==> src/rtl/tft_pkg.sv <==
// Shared TFT definitions: transmitter state encoding and display command bytes.
package tft_pkg;

    typedef enum logic [1:0] {
        IDLE  = 2'd0,
        SHIFT = 2'd1,
        HOLD  = 2'd2
    } tx_state_e;

    // Display commands reused by every draw block
    localparam logic [7:0] CASET = 8'h2a;
    localparam logic [7:0] PASET = 8'h2b;
    localparam logic [7:0] RAMWR = 8'h2c;

endpackage

==> src/rtl/tft_sck_gen.sv <==
// SCK divider: toggles SCK every CLK_DIV enabled cycles and flags rising/falling toggles.
module tft_sck_gen #(
    parameter int unsigned CLK_DIV = 2
) (
    input  logic clk,
    input  logic rst_n,
    input  logic restart,
    input  logic en,
    output logic sck,
    output logic rise_c,
    output logic fall_c
);

    localparam int unsigned DW = $clog2(CLK_DIV + 1);

    logic [DW-1:0] div_q;
    logic          tick_c;

    assign tick_c = en && (div_q == DW'(CLK_DIV - 1));
    assign rise_c = tick_c && !sck;
    assign fall_c = tick_c && sck;

    // Divider and SCK level; restart re-phases both at the start of a byte
    always_ff @(posedge clk or negedge rst_n) begin
        if (!rst_n) begin
            div_q <= '0;
            sck   <= 1'b0;
        end else if (restart) begin
            div_q <= '0;
            sck   <= 1'b0;
        end else if (en) begin
            if (tick_c) begin
                div_q <= '0;
                sck   <= !sck;
            end else begin
                div_q <= div_q + DW'(1);
            end
        end
    end

endmodule

==> src/rtl/tft_spi_tx.sv <==
// Byte-level 4-wire SPI transmitter (mode 0, MSB first) for the TFT display.
module tft_spi_tx
    import tft_pkg::*;
#(
    parameter int unsigned CLK_DIV = 2,
    parameter int unsigned CS_HOLD = 4
) (
    input  logic       clk,
    input  logic       rst_n,
    input  logic       tft_transmit,
    input  logic       tft_dc,
    input  logic [7:0] tft_data,
    output logic       tft_busy,
    output logic       tft_overrun,
    output logic       spi_sck,
    output logic       spi_mosi,
    output logic       spi_dc,
    output logic       spi_cs_n
);

    localparam int unsigned HW = (CS_HOLD > 0) ? $clog2(CS_HOLD + 1) : 1;

    tx_state_e     state_q, state_d;
    logic [7:0]    shreg_q, shreg_d;
    logic [2:0]    bit_q, bit_d;
    logic [HW-1:0] hold_q, hold_d, hold_nxt_c;
    logic          busy_d, overrun_d, mosi_d, dc_d, cs_n_d;
    logic          start_c, rise_c, fall_c;

    // A strobe is only honoured against the registered busy flag
    assign start_c    = tft_transmit && !tft_busy;
    assign hold_nxt_c = hold_q + HW'(1);

    tft_sck_gen #(
        .CLK_DIV (CLK_DIV)
    ) u_sck_gen (
        .clk     (clk),
        .rst_n   (rst_n),
        .restart (start_c),
        .en      (state_q == SHIFT),
        .sck     (spi_sck),
        .rise_c  (rise_c),
        .fall_c  (fall_c)
    );

    // State and datapath registers
    always_ff @(posedge clk or negedge rst_n) begin
        if (!rst_n) begin
            state_q     <= IDLE;
            shreg_q     <= '0;
            bit_q       <= '0;
            hold_q      <= '0;
            tft_busy    <= 1'b0;
            tft_overrun <= 1'b0;
            spi_mosi    <= 1'b0;
            spi_dc      <= 1'b0;
            spi_cs_n    <= 1'b1;
        end else begin
            state_q     <= state_d;
            shreg_q     <= shreg_d;
            bit_q       <= bit_d;
            hold_q      <= hold_d;
            tft_busy    <= busy_d;
            tft_overrun <= overrun_d;
            spi_mosi    <= mosi_d;
            spi_dc      <= dc_d;
            spi_cs_n    <= cs_n_d;
        end
    end

    // Next-state and next-output logic
    always_comb begin
        state_d   = state_q;
        shreg_d   = shreg_q;
        bit_d     = bit_q;
        hold_d    = hold_q;
        busy_d    = tft_busy;
        overrun_d = tft_overrun || (tft_transmit && tft_busy);
        mosi_d    = spi_mosi;
        dc_d      = spi_dc;
        cs_n_d    = spi_cs_n;

        case (state_q)
            IDLE, HOLD: begin
                if (start_c) begin
                    state_d = SHIFT;
                    shreg_d = tft_data;
                    dc_d    = tft_dc;
                    mosi_d  = tft_data[7];
                    cs_n_d  = 1'b0;
                    busy_d  = 1'b1;
                    bit_d   = '0;
                end else if (state_q == HOLD) begin
                    hold_d = hold_nxt_c;
                    if (hold_nxt_c == HW'(CS_HOLD)) begin
                        cs_n_d  = 1'b1;
                        state_d = IDLE;
                    end
                end
            end
            SHIFT: begin
                // bit_q counts rising edges and wraps to 0 after the 8th
                if (rise_c) begin
                    bit_d = bit_q + 3'd1;
                end
                if (fall_c) begin
                    if (bit_q == 3'd0) begin
                        busy_d = 1'b0;
                        hold_d = '0;
                        if (CS_HOLD == 0) begin
                            state_d = IDLE;
                            cs_n_d  = 1'b1;
                        end else begin
                            state_d = HOLD;
                        end
                    end else begin
                        shreg_d = {shreg_q[6:0], 1'b0};
                        mosi_d  = shreg_q[6];
                    end
                end
            end
            default: state_d = IDLE;
        endcase
    end

endmodule

==> config.mk <==
export PLATFORM = sky130hd
export DESIGN_NAME = tft_spi_tx
export DESIGN_NICKNAME = d
export VERILOG_FILES = /design/src/rtl/tft_pkg.sv /design/src/rtl/tft_sck_gen.sv /design/src/rtl/tft_spi_tx.sv
export SDC_FILE = /design/constraint.sdc
export NUM_CORES = 1
export LEC_CHECK = 0
export CORE_ASPECT_RATIO = 0.75
export CORE_UTILIZATION = 52
export CTS_CLUSTER_SIZE = 28
export DETAILED_ROUTE_END_ITERATION = 12
export HOLD_SLACK_MARGIN = 0.03
export PLACE_DENSITY = 0.8
export SETUP_SLACK_MARGIN = 0.3
export SLEW_MARGIN = 20
export SYNTH_ARGS = -nofsm -noshare
export SYNTH_HDL_FRONTEND = slang
export SYNTH_SLANG_ARGS = --single-unit
==> constraint.sdc <==
create_clock -name clk -period 1.95 [get_ports clk]
set_clock_uncertainty 0.05 [all_clocks]
set_input_delay 0.39 -clock clk [delete_from_list [all_inputs] [get_ports clk]]
set_output_delay 0.39 -clock clk [all_outputs]
set_load 0.05 [all_outputs]
* Word-level counts from Yosys, hierarchy flattened
Cells that the tools add are included.
Storage, ports and cells: register bits 23, input port bits 12, output and inout bits 6, logic and storage cells 86
Cells by class: add/subtract/negate cells 3, equality and inequality tests 13, multiplexer cells 35, reduce and logical (&&, ||, !) cells 24
Operators by type and width (number):
- two-way mux 7 bit | 3
- two-way mux 3 bit | 6
- two-way mux 2 bit | 8
- inequality test 2 bit (second input constant) | 7
- case mux 7 bit (2 select lines) | 1
- two-way mux 1 bit | 12
- case mux 3 bit (2 select lines) | 2
- AND reduction 4 bit | 3
- nonzero test 2 bit | 5
- adder 3 x 1 -> 3 bit (second input constant) | 2
- inequality test 3 bit (second input constant) | 2
- AND reduction 3 bit | 2
- logical AND 1 bit | 5
- AND reduction 5 bit | 1
- equality test 2 x 1 -> 1 bit (second input constant) | 2
- case mux 1 bit (2 select lines) | 2
- case mux 2 bit (2 select lines) | 1
- AND reduction 2 bit | 2
- equality test 3 bit (second input constant) | 1
- zero test 3 bit | 1
- adder 2 x 1 -> 2 bit (second input constant) | 1
- equality test 2 bit (second input constant) | 1
- zero test 1 bit | 2
- zero test 2 bit | 1
- other kinds (2) | 2

* Longest topological paths before layout
Gate-level depths: netlist of run 1.
depth after elaboration 6, gate-level depth with buffers 5, gate-level depth less buffers 5

* By module
From an unflattened synthesis of run 1, not the netlist that was laid out.
Unflattened totals: cell total of the unflattened synthesis 106, area, all modules 1174.9 um^2
Modules (own cells, without submodules):
- tft_spi_tx | times used 1, cells an instance 92, area an instance 1032.2 um^2, seq. area each 501.7 um^2
- tft_sck_gen | times used 1, cells an instance 14, area an instance 142.6 um^2, seq. area each 75.1 um^2

* Worst setup path after synthesis of run 1
OpenSTA, ideal clock, no wires.
kind flip-flop to flip-flop, start register u_sck_gen.sck, end register shreg_q[1], library setup time 0.125 ns, arrival 1.646 ns, required time 1.775 ns, slack 0.130 ns, cell stages (with the launch flop) 4, path buffers 0, period minus slack after synthesis 1.820 ns, cells stage by stage dfrtp_1 > nand3b_2 > o31ai_4 > mux2_2
On the way: longest elaborated chain between the ends 3
Ends and longest elaborated chain:
- from (decl) | RTL line tft_sck_gen.sv:9 | output logic sck,
- from (signal assigned) | RTL line tft_sck_gen.sv:34 | sck <= !sck;
- logical AND 1 bit | RTL line tft_sck_gen.sv:21 | assign fall_c = tick_c && sck;
- inequality test 2 bit (no line)
- AND reduction 4 bit (no line)
- to (signal assigned) | RTL line tft_spi_tx.sv:60 | shreg_q <= shreg_d;
- to (decl) | RTL line tft_spi_tx.sv:24 | logic [7:0] shreg_q, shreg_d;
No other way between the ends. A chain may end at the register's enable or synchronous reset.

* Worst setup path after layout of run 1
start register state_q[0], end register shreg_q[6]
On the way: longest elaborated chain between the ends 5, elaborated cells between the ends (all ways) 12, those cells by class eq/ne: 5; mux: 1; reduce/logical: 6
Ends and longest elaborated chain:
- from (decl) | RTL line tft_spi_tx.sv:23 | tx_state_e state_q, state_d;
- from (signal assigned) | RTL line tft_spi_tx.sv:59 | state_q <= state_d;
- equality test 2 x 1 -> 1 bit | RTL line tft_spi_tx.sv:40, tft_spi_tx.sv:83
- logical AND 1 bit | RTL line tft_sck_gen.sv:19 | assign tick_c = en && (div_q == DW'(CLK_DIV - 1));
- logical AND 1 bit | RTL line tft_sck_gen.sv:21
- inequality test 2 bit (no line)
- AND reduction 4 bit (no line)
Parallel ways exist; a longest one is shown, timed or not.

==> impl_metrics.tcl, run 1 <==
set metrics [dict create \
    status "completed" \
    crit_path_max_incr_delay_ps 470 \
    wl_met2_mm 1.01 \
    dr.max_layer_used "met4" \
    p_per_area_mw_per_mm2 526 \
    grt.overflow.total 0 \
    cts_sinks 23 \
    cap_violations 0 \
    synth.cell_area_mm2 0.00115 \
    ys_seq_area_share_pct 50.3 \
    clkSlewWorstSetupHoldPaths_ps 130 \
    dr.first_iter.drc_count 19 \
    seqPwrFrac_pct 63.0 \
    ys_seq_elements 23 \
    switching_share_pct 23.3 \
    min_path_type "input port to asynchronous set/reset pin" \
    ant_nets 0 \
    start_util_pct 56.0 \
    synth_nets 112 \
    rows 14 \
    drt-met1-wl_mm 1.07 \
    grt_pass1_vias 789 \
    drtPass1Iterations 4 \
    vias 808 \
    wl_per_cell_um 14.9 \
    final_area_mm2 0.00149 \
    maxSlewHeadroom_pct 75.4 \
    syn_inst 96 \
    critPathKind "flip-flop to flip-flop" \
    antenna_cells 0 \
    p_leak_nw 0.693 \
    yosys_warnings 0 \
    holdWs_ps 358 \
    max_freq_mhz 620 \
    cts_hold_buf 0 \
    critPathCaptureType "flip-flop" \
    port_buffers 17 \
    fin_crit_ps 1610 \
    die_x_um 56.2 \
    ir_drop_mv 0.526 \
    netSwitchingPower_uw 182 \
    finalCritPeriodShare_pct 82.7 \
    cts_tree "built" \
    htree_levels 1 \
    ys_types 31 \
    wl_met3_um 103 \
    cts_root_buffer "clkbuf_4" \
    antenna_found_initial 0 \
    num-fill-cells 141 \
    syn_avg_cell_area_um2 12.0 \
    drc_errors 0 \
    grt_max_degree 24 \
    cp-start-kind "flip-flop" \
    dp_hpwl_mm 1.56 \
    setup_viol 0 \
    placed_area_mm2 0.00140 \
    crit_chain "or3b_4 -> o31ai_4 -> buf_12 -> mux2_4" \
    crit_fanout 7 \
    crit_arrival_ps 1780 \
    p_clk_share_pct 28.4 \
    grt_first_pass_wirelength_mm 3.73 \
    combPwrFrac_pct 8.6 \
    numCtsBuffers 3 \
    synthToLayoutAreaGrowth_pct 29.6 \
    nets 141 \
    intPower_uw 599 \
    drv_slew 0 \
    required_ps 2120 \
    routed_wl_mm 2.21 \
    chipHeight_um 42.7 \
    hold_violations 0 \
    clkLatencyLatePin_ps 310 \
    rsz0062_at_grt "yes" \
    slowest_stage "dfrtp_1" \
    layout-drive-gt1-share_pct 38.7 \
    io_pins 18 \
    coreArea_mm2 0.00205 \
    ctsLongestPathBuffers 2 \
    grt.total_usage_pct 20.6 \
    worst_pin_slew_ps 368 \
    routabilityCongestion 0.741 \
    routed_via_density 5.46 \
    dieArea_mm2 0.00240 \
]
## power groups by stage
| stage | combinational (mW) | clock (mW) | sequential (mW) |
|---|---|---|---|
| after CTS | 0.0686 | 0.227 | 0.492 |
| final | 0.0671 | 0.222 | 0.492 |
| after floorplan | 0.0197 | 0 | 0.507 |
| after detailed placement | 0.0679 | 0 | 0.501 |
| after global placement | 0.0667 | 0 | 0.500 |
| after global routing | 0.0739 | 0.249 | 0.494 |
## state kept, by name, summed over array words and instances, names as in the netlist
register,flops
shreg_q,7
bit_q,3
hold_q,3
state_q,2
u_sck_gen.div_q,2
spi_cs_n,1
spi_dc,1
spi_mosi,1
tft_busy,1
tft_overrun,1
u_sck_gen.sck,1
## through the flow
step / utilization (%) / std cells / power, mW / setup TNS [ps] / setup WS, ps
after floorplan: - / 96 / 0.527 / 0 / 279
after global placement: 68.3 / 139 / 0.567 / -56.6 / -8.68
after detailed placement: 68.3 / 139 / 0.569 / -84.3 / -16.7
after CTS: 72.6 / 148 / 0.788 / 0 / 306
after global routing: 72.5 / 148 / 0.817 / 0 / 287
final: 72.5 / 148 / 0.782 / 0 / 337
## Yosys cell counts, drive strengths merged
library cell   n  area (µm²)
nor2           2        7.51
nor3b          1        7.51
nand3b         2        18.8
inv            6        22.5
nor2b          3        18.8
a21o           1        7.51
dfrtp         22         551
and2           1        6.26
or3            1        6.26
mux2i          2        20.0
and4bb         1        12.5
dfstp          1        26.3
nand2          5        18.8
nand3          3        15.0
clkbuf         1        3.75
ha             4        50.1
buf            2        10.0
mux2          15         169
a211oi         3        22.5
o32ai          1        8.76
or3b           1        8.76
o211ai         1        7.51
o21a           1        7.51
or2            1        6.26
a31o           2        17.5
o21ai          4        20.0
xnor2          2        17.5
nand2b         5        31.3
o31ai          2        28.8
## area by class of cell
cell class / count / area, µm² / area share, %
multi-input cells: 64 / 587 / 39.5
flip-flops and latches: 23 / 579 / 39.0
repair buffers: 27 / 240 / 16.2
well taps: 24 / 30.0 / 2.02
clock buffers: 3 / 22.5 / 1.52
inverters: 6 / 22.5 / 1.52
clock inverters: 1 / 5.00 / 0.337
## timing repair
item / in CTS / in global routing
gates resized for setup: 8 / 4
pin swaps: 1 / 1
endpoints found under the setup margin: 9 / 11
buffers inserted: 5 / 0
cloned: 0 / 0
hold endpoints to repair: 0 / 0
## cells by family (layout without fill, tap and decap cells)
logic type      count (synthesis)  count (layout)  synth area share (%)
flops                          23              23                  50.3
fa+ha+maj                       4               4                  4.36
simple gates                   26              26                  13.7
xor+xnor                        2               2                  1.53
compound gates                 15              15                  10.5
mux                            17              17                  16.5
buf+inv                         9              37                  3.16
## final timing paths
path	slack, ps	cells after the start	startpoint	endpoint
max	340	4	state_q[0]	shreg_q[6]
max reg2reg	340	4	state_q[0]	shreg_q[6]
max in group asynchronous	1200	2	rst_n	spi_cs_n
min	360	2	rst_n	bit_q[0]
min in group clk	360	3	tft_transmit	tft_overrun
min reg2reg	440	1	tft_overrun	tft_overrun
## placed cells by master (no fill, tap or decap), types with 2 or more instances in the layout
cell type        synthesis  final
mux2_2                  15      8
xnor2_1                  2      2
a211oi_1                 3      3
inv_1                    6      6
nor2_1                   2      2
dfrtp_2                  0      2
clkbuf_2                 0      2
o21ai_0                  4      4
nand3_1                  3      3
nand2b_1                 5      5
clkdlybuf4s50_1          0     10
dfrtp_1                 22     20
clkbuf_4                 0      3
a31o_2                   2      2
nor2b_1                  3      2
nand2_1                  5      5
mux2i_1                  2      2
mux2_4                   0      7
ha_1                     4      3
buf_4                    0     13
## metal layers
metal	track usage, %	vias up
met4	4.39	0
met2	32.1	18
li1	-	390
met3	4.88	2
met1	29.5	398
met5	0	-
## critical path, delay by kind of cell (launching register included)
family	cells	cell delay, ps
buf+inv	1	170
mux	1	290
simple gates	1	440
compound gates	1	90
flops	1	470
Note: power is estimated with default switching activity, not from simulation.
==> run 2: changes to the inputs <==
- CORE_UTILIZATION: 52 -> 47
- PLACE_DENSITY: 0.8 -> 0.76
- clock period: 1.95 -> 1.35 ns (I/O delays scaled with it)
==> impl_metrics.tcl, run 2 (same netlist as run 1, synthesis figures left out) <==
set metrics [dict create \
    status "finished, violations left" \
    violations "negative setup slack" \
    routed_wl_mm 3.27 \
    netSwitchingPower_uw 266 \
    combPwrFrac_pct 11.8 \
    cts_root_buffer "clkbuf_4" \
    numCtsBuffers 3 \
    layout-drive-gt1-share_pct 57.0 \
    finalCritPeriodShare_pct 123 \
    worst_pin_slew_ps 264 \
    p_total_mw 1.16 \
    grt.total_usage_pct 21.6 \
    top_regs "shreg_q (7), bit_q (3), hold_q (3)" \
    p_clk_share_pct 27.0 \
    fin_crit_ps 1650 \
    clkLatencyLatePin_ps 310 \
    r2r-end "shreg_q[6]" \
    drv_slew 0 \
    max_freq_mhz 604 \
    p_per_area_mw_per_mm2 612 \
    htree_levels 1 \
    cap_violations 0 \
    dr.first_iter.drc_count 30 \
    chipHeight_um 44.8 \
    antenna_cells 0 \
    r2r_slack_ps -300 \
    dp_slack_ps -552 \
    grt.overflow.total 0 \
    crit_end "shreg_q[6]" \
    cp-start-kind "flip-flop" \
    ir_drop_mv 0.409 \
    coreArea_mm2 0.00231 \
    crit_fanout 6 \
    grt_max_degree 24 \
    hold_violations 0 \
    cts_hold_buf 0 \
    synthToLayoutAreaGrowth_pct 65.6 \
    drtPass1Iterations 4 \
    nets 159 \
    ant_nets 0 \
    intPower_uw 897 \
    vias 926 \
    largest_register "shreg_q" \
    final_cell_mix "dfrtp_1, buf_6, buf_4, clkdlybuf4s50_1" \
    setup_viol 16 \
    clkSlewWorstSetupHoldPaths_ps 120 \
    grt_first_pass_wirelength_mm 4.13 \
    p_leak_nw 0.841 \
    rsz0062_at_grt "yes" \
    min_path_type "input port to asynchronous set/reset pin" \
    r2r_cells 6 \
    port_buffers 17 \
    maxSlewHeadroom_pct 82.4 \
    wl_per_cell_um 18.6 \
    mostFrequentLayoutCell "dfrtp_1" \
    antenna_found_initial 0 \
    crit-reg2reg-launch "bit_q[0]" \
    required_ps 1500 \
    final_area_mm2 0.00190 \
    cts_tree "built" \
    rows 15 \
    worst_slack_ps -305 \
    start_util_pct 49.7 \
    crit_start "bit_q[0]" \
    critPathKind "flip-flop to flip-flop" \
    routabilityCongestion 0.781 \
    crit_arrival_ps 1810 \
    seqPwrFrac_pct 61.1 \
    io_pins 18 \
    ctsLongestPathBuffers 2 \
    drc_errors 0 \
    routed_via_density 5.26 \
    critPathCaptureType "flip-flop" \
    holdWs_ps 248 \
    largest_reg_flops 7 \
    cts_sinks 23 \
    placed_area_mm2 0.00160 \
    die_x_um 59.1 \
    dp_hpwl_mm 1.69 \
    switching_share_pct 22.9 \
    setup_tns_ps -3240 \
    dieArea_mm2 0.00264 \
    grt_pass1_vias 896 \
]
[run 2: cell types whose count changed in the layout (fill, tap and decap cells not counted), sizes merged]
cell / before / now
clkbuf: 5 / 4
dlygate4sd2: 0 / 1
buf: 14 / 34
dlymetal6s2s: 1 / 0
clkinv: 1 / 0
[run 2: layout make-up]
type | instances | area (µm²)
inverters | 6 | 22.5
repair buffers | 45 | 517
fillers | 119 | 408
clock buffers | 4 | 26.3
multi-input cells | 64 | 713
well taps | 34 | 42.5
flip-flops and latches | 23 | 579
[run 2: worst max-delay path, stage by stage (launching register included)]
cell and delay (ps):
dfrtp_1 390, inv_2 80, ha_4 170, nor2b_4 140
o31ai_4 240, buf_12 170, mux2_4 310
[run 2: layer usage]
metal	GRT usage (%)	part of all wire [%]	up-vias
li1	-	-	427
met1	29.8	45	453
met2	35.0	50	36
met3	6.30	3.8	10
met4	3.33	1.8	0
met5	0	0	-
[run 2: per-stage QoR]
step                      util, %  cells
final                        82.3    176
after global routing         82.3    176
after CTS                    78.0    171
after detailed placement     69.2    161
after global placement       69.2    161
after floorplan                 -     96
[run 2: worst min path at each step]
stage,startpoint,endpoint,cells after the start
floorplan,rst_n,bit_q[0],0
global placement,shreg_q[1],shreg_q[1],1
detailed placement,shreg_q[5],shreg_q[5],1
CTS,rst_n,bit_q[2],2
global route,rst_n,tft_overrun,2
finish,rst_n,tft_overrun,2
[run 2: repair_timing]
action | CTS | global route
resized for setup | 31 | 12
setup buffers | 6 | 5
pin swaps | 10 | 7
setup endpoints to repair | 28 | 28
[run 2: power groups by stage]
stage / Sequential, mW / Clock, mW / Combinational [mW]
after detailed placement: 0.722 / 0 / 0.126
final: 0.710 / 0.314 / 0.138
after global placement: 0.721 / 0 / 0.122
after CTS: 0.710 / 0.324 / 0.133
after floorplan: 0.733 / 0 / 0.0297
after global routing: 0.712 / 0.343 / 0.146
==> run 3: changes to the inputs <==
- CORE_ASPECT_RATIO: 0.75 -> 0.6
- REMOVE_ABC_BUFFERS: unset -> 1
==> impl_metrics.tcl, run 3 (same netlist as run 1, synthesis figures left out) <==
set metrics [dict create \
    status "finished, violations left" \
    violations "negative setup slack" \
    antenna_cells 0 \
    mostFrequentLayoutCell "dfrtp_1" \
    port_buffers 17 \
    cp-start-kind "flip-flop" \
    grt.overflow.total 0 \
    seqPwrFrac_pct 55.7 \
    path_buf_inv 1 \
    final_area_mm2 0.00198 \
    final_cell_mix "dfrtp_1, buf_4, buf_6, clkdlybuf4s50_1, mux2_2" \
    combPwrFrac_pct 11.8 \
    critPathCaptureType "flip-flop" \
    slowest_stage "dfrtp_2" \
    synthToLayoutAreaGrowth_pct 72.3 \
    cap_violations 0 \
    switching_share_pct 21.8 \
    wl_per_cell_um 20.2 \
    grt_util_met1_pct 31.0 \
    antenna_found_initial 0 \
    seqCellArea_um2 578 \
    ctsLongestPathBuffers 2 \
    required_ps 1440 \
    vias 968 \
    busiest_layer "met2" \
    grt_pass1_vias 910 \
    htree_levels 1 \
    ir_drop_mv 0.628 \
    drv_slew 0 \
    maxSlewHeadroom_pct 82.3 \
    holdWs_ps 314 \
    p_clk_share_pct 32.5 \
    p_leak_nw 0.883 \
    crit_arrival_ps 1720 \
    p_per_area_mw_per_mm2 646 \
    cp_top_family "flip-flops" \
    dieArea_mm2 0.00265 \
    min_path_type "input port to asynchronous set/reset pin" \
    routed_wl_mm 3.58 \
    start_util_pct 51.5 \
    routabilityCongestion 0.842 \
    cts_sinks 23 \
    setup_viol 18 \
    grt_first_pass_wirelength_mm 4.46 \
    dp_slack_ps -520 \
    die_x_um 65.8 \
    dr.first_iter.drc_count 46 \
    final_core_util_pct 88.7 \
    dp.cells 160 \
    instances_no_fill 177 \
    clkLatencyLatePin_ps 260 \
    largest_register "shreg_q" \
    num-fill-cells 93 \
    grtUsageMet3_pct 5.97 \
    dp_hpwl_mm 1.82 \
    p_total_mw 1.28 \
    top_regs "shreg_q (7), bit_q (3), hold_q (3)" \
    largest_reg_flops 7 \
    drtPass1Iterations 4 \
    crit_fanout 8 \
    crit_chain "or3b_4 -> o31ai_4 -> buf_6 -> mux2_4" \
    numCtsBuffers 3 \
    ant_nets 0 \
    multi_input_area_um2 752 \
    rsz0062_at_grt "yes" \
    grt_max_degree 24 \
    nets 164 \
    cts_hold_buf 0 \
    cts_tree "built" \
    worst_pin_slew_ps 265 \
    max_freq_mhz 616 \
    hold_violations 0 \
    io_pins 18 \
    fin_crit_ps 1620 \
    setup_tns_ps -2890 \
    clkSlewWorstSetupHoldPaths_ps 80 \
    grt.total_usage_pct 25.1 \
    critPathKind "flip-flop to flip-flop" \
    finalCritPeriodShare_pct 120 \
    coreArea_mm2 0.00223 \
    intPower_uw 998 \
    netSwitchingPower_uw 278 \
    routed_via_density 5.47 \
    chipHeight_um 40.3 \
    worst_slack_ps -275 \
    layout-drive-gt1-share_pct 59.9 \
    globalRouteMet2Util_pct 43.4 \
    drc_errors 0 \
    placed_area_mm2 0.00156 \
    rows 13 \
    cts_root_buffer "clkbuf_8" \
    crit_path_max_incr_delay_ps 470 \
]
==> run 3: changes by cell type in the layout (fill, tap and decap cells not counted), sizes merged <==
cell and change:
buf +5
==> run 3: final timing paths <==
kind | startpoint | to | slack [ps] | cells after the start
worst max-delay path | state_q[0] | shreg_q[6] | -270 | 4
worst min-delay path | rst_n | shreg_q[0] | 310 | 2
worst max register to register | state_q[0] | shreg_q[6] | -270 | 4
worst min register to register | shreg_q[5] | shreg_q[5] | 480 | 1
max in group asynchronous | rst_n | spi_cs_n | 710 | 2
min in group clk | tft_transmit | tft_overrun | 470 | 3
==> run 3: layout make-up <==
| class | instances | share of cell area (%) |
|---|---|---|
| clock buffer | 4 | 2.28 |
| inverter | 6 | 1.14 |
| tap | 30 | 1.90 |
| timing repair buffer | 50 | 27.4 |
| multi-input combinational | 64 | 38.0 |
| sequential | 23 | 29.2 |
==> run 3: layer usage <==
layer  routed length [µm]  up-vias  part of all wire (%)
met5                    0        -                     0
met4                   64        0                   1.8
met3                  178        8                   5.0
met2                 1760       33                    49
met1                 1580      487                    44
li1                     -      440                     -
==> run 3: power groups by stage <==
| stage | Combinational [mW] | Clock (mW) | Sequential, mW |
|---|---|---|---|
| 2_1_floorplan | 0.0264 | 0 | 0.731 |
| 3_3_place_gp | 0.122 | 0 | 0.719 |
| 3_5_place_dp | 0.125 | 0 | 0.720 |
| 4_1_cts | 0.134 | 0.438 | 0.710 |
| 5_1_grt | 0.158 | 0.459 | 0.711 |
| 6_report | 0.151 | 0.415 | 0.710 |
==> run 3: worst register-to-register path, stage by stage, from the launching register on <==
cell	delay, ps
dfrtp_2	470
or3b_4	420
o31ai_4	70
buf_6	190
mux2_4	310
==> run 3: timing repair <==
action / in CTS / in global routing
pin swaps: 10 / 7
setup endpoints to repair: 28 / 28
gates resized for setup: 40 / 23
buffers inserted: 3 / 10
